[config.mk]
export PLATFORM = sky130hd
export DESIGN_NAME = sw_io_sequencer
export DESIGN_NICKNAME = d
export VERILOG_FILES = /design/src/rtl/picomips_io_pkg.sv /design/src/rtl/sw_debouncer.sv /design/src/rtl/sw_io_sequencer.sv
export SDC_FILE = /design/constraint.sdc
export NUM_CORES = 1
export LEC_CHECK = 0
export CORE_MARGIN = 2
export CORE_UTILIZATION = 40
export CTS_CLUSTER_DIAMETER = 80
export DETAILED_ROUTE_END_ITERATION = 8
export DONT_BUFFER_PORTS = 1
export SLEW_MARGIN = 20
export SYNTH_ARGS = -nofsm -noshare
export SYNTH_HDL_FRONTEND = slang
export SYNTH_SLANG_ARGS = --single-unit
export TNS_END_PERCENT = 1
[constraint.sdc]
create_clock -name clk -period 1.52 [get_ports clk]
set_input_delay 0.228 -clock clk [delete_from_list [all_inputs] [get_ports clk]]
set_output_delay 0.228 -clock clk [all_outputs]
set_load 0.05 [all_outputs]
[src/rtl/picomips_io_pkg.sv]
// Shared types and constants for the picoMIPS switch/LED I/O sequencer.
package picomips_io_pkg;

  typedef enum logic [1:0] {
    IDLE,
    WAIT_PRESS,
    CAPTURE,
    WAIT_RELEASE
  } io_state_t;

  localparam int SW_W       = 10;
  localparam int DATA_W     = 8;
  localparam int STROBE_BIT = 8;
  localparam int RUN_BIT    = 9;

endpackage

[src/rtl/sw_debouncer.sv]
// Two-flop synchroniser on all switch bits plus a stable-count debouncer on the strobe bit.
module sw_debouncer
  import picomips_io_pkg::*;
#(
  parameter int unsigned DEBOUNCE_CYCLES = 4
) (
  input  logic            clk,
  input  logic            reset,
  input  logic [SW_W-1:0] i_sw,
  output logic [SW_W-1:0] o_s,
  output logic            o_db
);

  localparam int unsigned CNT_W = $clog2(DEBOUNCE_CYCLES + 1);
  localparam logic [CNT_W-1:0] CNT_LAST = CNT_W'(DEBOUNCE_CYCLES - 1);

  logic [SW_W-1:0] r_sync1;
  logic [SW_W-1:0] r_sync2;
  logic            r_db;
  logic [CNT_W-1:0] r_cnt;

  always_ff @(posedge clk) begin
    if (reset) begin
      r_sync1 <= '0;
      r_sync2 <= '0;
      r_db    <= 1'b0;
      r_cnt   <= '0;
    end else begin
      r_sync1 <= i_sw;
      r_sync2 <= r_sync1;
      // Level only follows the strobe after DEBOUNCE_CYCLES consecutive disagreeing samples.
      if (r_sync2[STROBE_BIT] != r_db) begin
        if (r_cnt == CNT_LAST) begin
          r_db  <= r_sync2[STROBE_BIT];
          r_cnt <= '0;
        end else begin
          r_cnt <= r_cnt + CNT_W'(1);
        end
      end else begin
        r_cnt <= '0;
      end
    end
  end

  assign o_s  = r_sync2;
  assign o_db = r_db;

endmodule

[src/rtl/sw_io_sequencer.sv]
// Serves core byte reads from the slide switches (one byte per strobe press/release)
// and registers core output bytes onto the LEDs.
module sw_io_sequencer
  import picomips_io_pkg::*;
#(
  parameter int unsigned DEBOUNCE_CYCLES = 4
) (
  input  logic              clk,
  input  logic              reset,
  input  logic [SW_W-1:0]   SW,
  input  logic              cpu_rd_req,
  output logic [DATA_W-1:0] cpu_rd_data,
  output logic              cpu_rd_valid,
  output logic              cpu_stall,
  input  logic              cpu_wr_en,
  input  logic [DATA_W-1:0] cpu_wr_data,
  output logic              cpu_run,
  output logic [DATA_W-1:0] LED
);

  logic [SW_W-1:0]   w_s;
  logic              w_db;
  logic              w_capture;
  logic              w_unused_strobe;
  io_state_t         r_state;
  io_state_t         w_state_next;
  logic [DATA_W-1:0] r_rd_data;
  logic [DATA_W-1:0] r_led;

  sw_debouncer #(
    .DEBOUNCE_CYCLES(DEBOUNCE_CYCLES)
  ) u_sw_debouncer (
    .clk  (clk),
    .reset(reset),
    .i_sw (SW),
    .o_s  (w_s),
    .o_db (w_db)
  );

  // The raw synchronised strobe is only meaningful through the debounced level.
  assign w_unused_strobe = w_s[STROBE_BIT];

  always_comb begin
    w_state_next = r_state;
    w_capture    = 1'b0;
    case (r_state)
      IDLE: begin
        if (cpu_rd_req) w_state_next = WAIT_PRESS;
      end
      WAIT_PRESS: begin
        // A withdrawn request abandons the read even if a press is pending.
        if (!cpu_rd_req) begin
          w_state_next = IDLE;
        end else if (w_db) begin
          w_state_next = CAPTURE;
          w_capture    = 1'b1;
        end
      end
      CAPTURE:      w_state_next = WAIT_RELEASE;
      WAIT_RELEASE: begin
        if (!w_db) w_state_next = IDLE;
      end
      default:      w_state_next = IDLE;
    endcase
  end

  always_ff @(posedge clk) begin
    if (reset) begin
      r_state   <= IDLE;
      r_rd_data <= '0;
      r_led     <= '0;
    end else begin
      r_state <= w_state_next;
      if (w_capture) r_rd_data <= w_s[DATA_W-1:0];
      if (cpu_wr_en) r_led <= cpu_wr_data;
    end
  end

  assign cpu_rd_valid = (r_state == CAPTURE);
  assign cpu_stall    = cpu_rd_req & ~cpu_rd_valid;
  assign cpu_rd_data  = r_rd_data;
  assign cpu_run      = w_s[RUN_BIT];
  assign LED          = r_led;

endmodule

==> results.cfg <==
[status]
outcome = complete, no violations

[die]
core_area_um2 = 3610
dieArea_um2 = 4200
start_util_pct = 41.0
pin_count = 41
die-width_um = 64.8
row_count = 22
die_h_um = 64.8

[route]
drt_pass1_iterations = 4
via_per_inst = 4.50
met2_length_um = 1200
first_iter_violations = 37
dr_wl_met3_um = 113
post_drt_wl_per_cell_um = 12.4
drc = 0
vias = 823
ant_nets = 0
highest_layer = met4
finalWirelength_um = 2270
m1WireLength_um = 934

[finish]
layout-drive-gt1-share_pct = 20.0
final_common_cell = dfxtp_1
syn_to_final_growth_pct = 10.2
layout_common_cells = dfxtp_1, nor2b_1, mux2i_1
nets = 158
n_fill_cell = 357
finalNonFillerCells = 183
n_antenna_cell = 0

[cts]
cts_tree = built
htree_levels = 2
cts_root_buf = clkbuf_8
insertion_delay_ps = 290
cts.reportedPaths.clkPinSlew_ps = 70
post_cts_buffers = 0
cts_buffer_depth = 2
cts_sinks = 42
cts_buffers = 5

[worst_setup_path]
reg2reg_from = u_sw_debouncer.o_db$_SDFFE_PP0P_
path_max_fanout = 5
crit_chain = nor2b_2 -> nor2b_2 -> buf_4
cp_slowest_cell = dfxtp_1
cp-start-kind = flop
cp_common_cell = nor2b_2
reg2reg_slack_ps = 380
reg2reg_to = cpu_rd_data[1]$_SDFFE_PP0P_
crit_type = reg -> out
setup.worst_path.end_class = primary output
slowest_delay_ps = 380
crit_arrival_ps = 1100
cp.required_ps = 1290
crit_path_end = cpu_stall
rr_worst_depth = 3

[timing]
tns_ps = 0
fin_skew_ps = 6.72
fmax_mhz = 755
relSlewSlack_pct = 62.9
setup_viol = 0
rsz0062_at_grt = no
drv_slew = 0
hold_viol_final = 0
final.period_utilization_pct = 87.1
fin_crit_ps = 1320
max_slew.worst_pin.slew_ps = 556

[global_routing]
overflow = 0
grt_pass1_wl_um = 3600
grt_antenna_before_repair = 0
grt_start_max_net_pins = 32
grt.total_usage_pct = 11.8
grt_pass1_vias = 803

[yosys]
ys_top_cells_by_area = dfxtp_1, mux2i_1, nor2b_1, nand2b_2, nor2_1
synthesis.nets = 152
synth_seq_cells = 42
synth_cell_type_count = 23
avgSynthCellArea_um2 = 11.6
synth_cells = 128
netlist.area_leader.share_pct = 56.9
synth_area_leader_cell = dfxtp_1
syn_area_um2 = 1480
ys.warnings.count = 0
ys_seq_area_share_pct = 56.9

[power_and_ir_drop]
power.total_mw = 1.99
irDropWorstVdd_uv = 468
leakagePower_nw = 0.632
p_per_area_nw_per_um2 = 1220

[placement]
routabilityCongestion = 0.631
place_inst = 173
portBuffers = 0

[job]
cap_violations = 0

[hold_path]
min_path_type = in -> reg
-- cell type report --
| cell class | count | area [um^2] | share of cell area [%] |
|---|---|---|---|
| Sequential cell | 42 | 841 | 51.6 |
| Clock buffer | 6 | 72.6 | 4.45 |
| Tap cell | 48 | 60.1 | 3.68 |
| Clock inverter | 2 | 13.8 | 0.844 |
| Inverter | 2 | 7.51 | 0.460 |
| Multi-Input combinational cell | 77 | 591 | 36.2 |
| Timing Repair Buffer | 6 | 45.0 | 2.76 |
-- sequential cells by signal (all words and copies together), names as in the netlist, named ones only --
register	cells
LED	8
cpu_rd_data	8
r_state	1
u_sw_debouncer.o_db	1
u_sw_debouncer.o_s	10
u_sw_debouncer.r_cnt	3
u_sw_debouncer.r_sync1	10
-- cells in the mapped netlist --
cell	count
nor2b_1	22
mux2i_1	17
nor2_1	9
clkbuf_1	1
nand2b_2	12
ha_1	2
o211a_1	1
a21boi_0	1
dfxtp_1	42
or2b_1	1
a21oi_1	1
nand2b_1	3
nor2b_2	1
and4b_1	1
nor3_1	1
inv_1	2
nor4_1	2
nor4b_2	1
buf_6	1
buf_4	1
xnor2_1	1
nand3b_1	1
buf_2	4
-- power breakdown --
part	total [mW]	leakage, nW	internal, mW	switching (mW)
Clock	0.690	0.0452	0.324	0.366
Sequential	1.21	0.345	1.14	0.0655
Combinational	0.0902	0.242	0.0494	0.0408
-- per-stage QoR --
step                utilization (%)  instance area (um^2)  hold WS [ps]  setup WS, ps
global placement               42.4                  1530           304           453
floorplan                         -                  1480           356           164
detailed placement             42.4                  1530           304           390
finish                         45.2                  1630          12.7           195
CTS                            45.4                  1640          3.74          29.3
global route                   45.2                  1630          8.68           134
-- worst max-delay path, delay by kind of cell (launching register included) --
kind	cells	cell delay [ps]
flops	1	380
simple gates	2	250
buf+inv	1	180
-- worst min-delay path by stage --
stage                     start                                   end  slack (ps)  cells after the start
final                     reset                                  flop          10                      1
after global routing      reset                                  flop           9                      1
after detailed placement  reset      u_sw_debouncer.o_s[0]$_SDFF_PP0_         300                      1
after floorplan           SW[0]  u_sw_debouncer.r_sync1[0]$_SDFF_PP0_         360                      1
after global placement    reset      u_sw_debouncer.o_s[9]$_SDFF_PP0_         300                      1
after CTS                 reset                                  flop           4                      1
-- cells by family (layout without fill, tap and decap cells) --
family | count (synthesis) | after routing | synth area share, %
AND/OR/NAND/NOR | 54 | 54 | 24.4
flip-flops | 42 | 42 | 56.9
multiplexers | 17 | 17 | 11.5
buffers and inverters | 9 | 16 | 3.38
AO/OA/AOI/OAI | 3 | 3 | 1.52
adder cells (fa/ha/maj) | 2 | 2 | 1.69
XOR/XNOR | 1 | 1 | 0.592
-- layer usage --
| metal | vias to the layer above | GRT usage [%] |
|---|---|---|
| met3 | 4 | 5.38 |
| met1 | 380 | 12.5 |
| li1 | 425 | - |
| met2 | 14 | 19.5 |
| met5 | - | 0 |
| met4 | 0 | 6.65 |
-- timing repair --
| action | 4_1_cts | 5_1_grt |
|---|---|---|
| gates resized for setup | 0 | 0 |
| hold endpoints to repair | 32 | 0 |
| hold buffers | 2 | 0 |
| setup endpoints to repair | 0 | 0 |
Note: power is estimated with default switching activity, not from simulation.
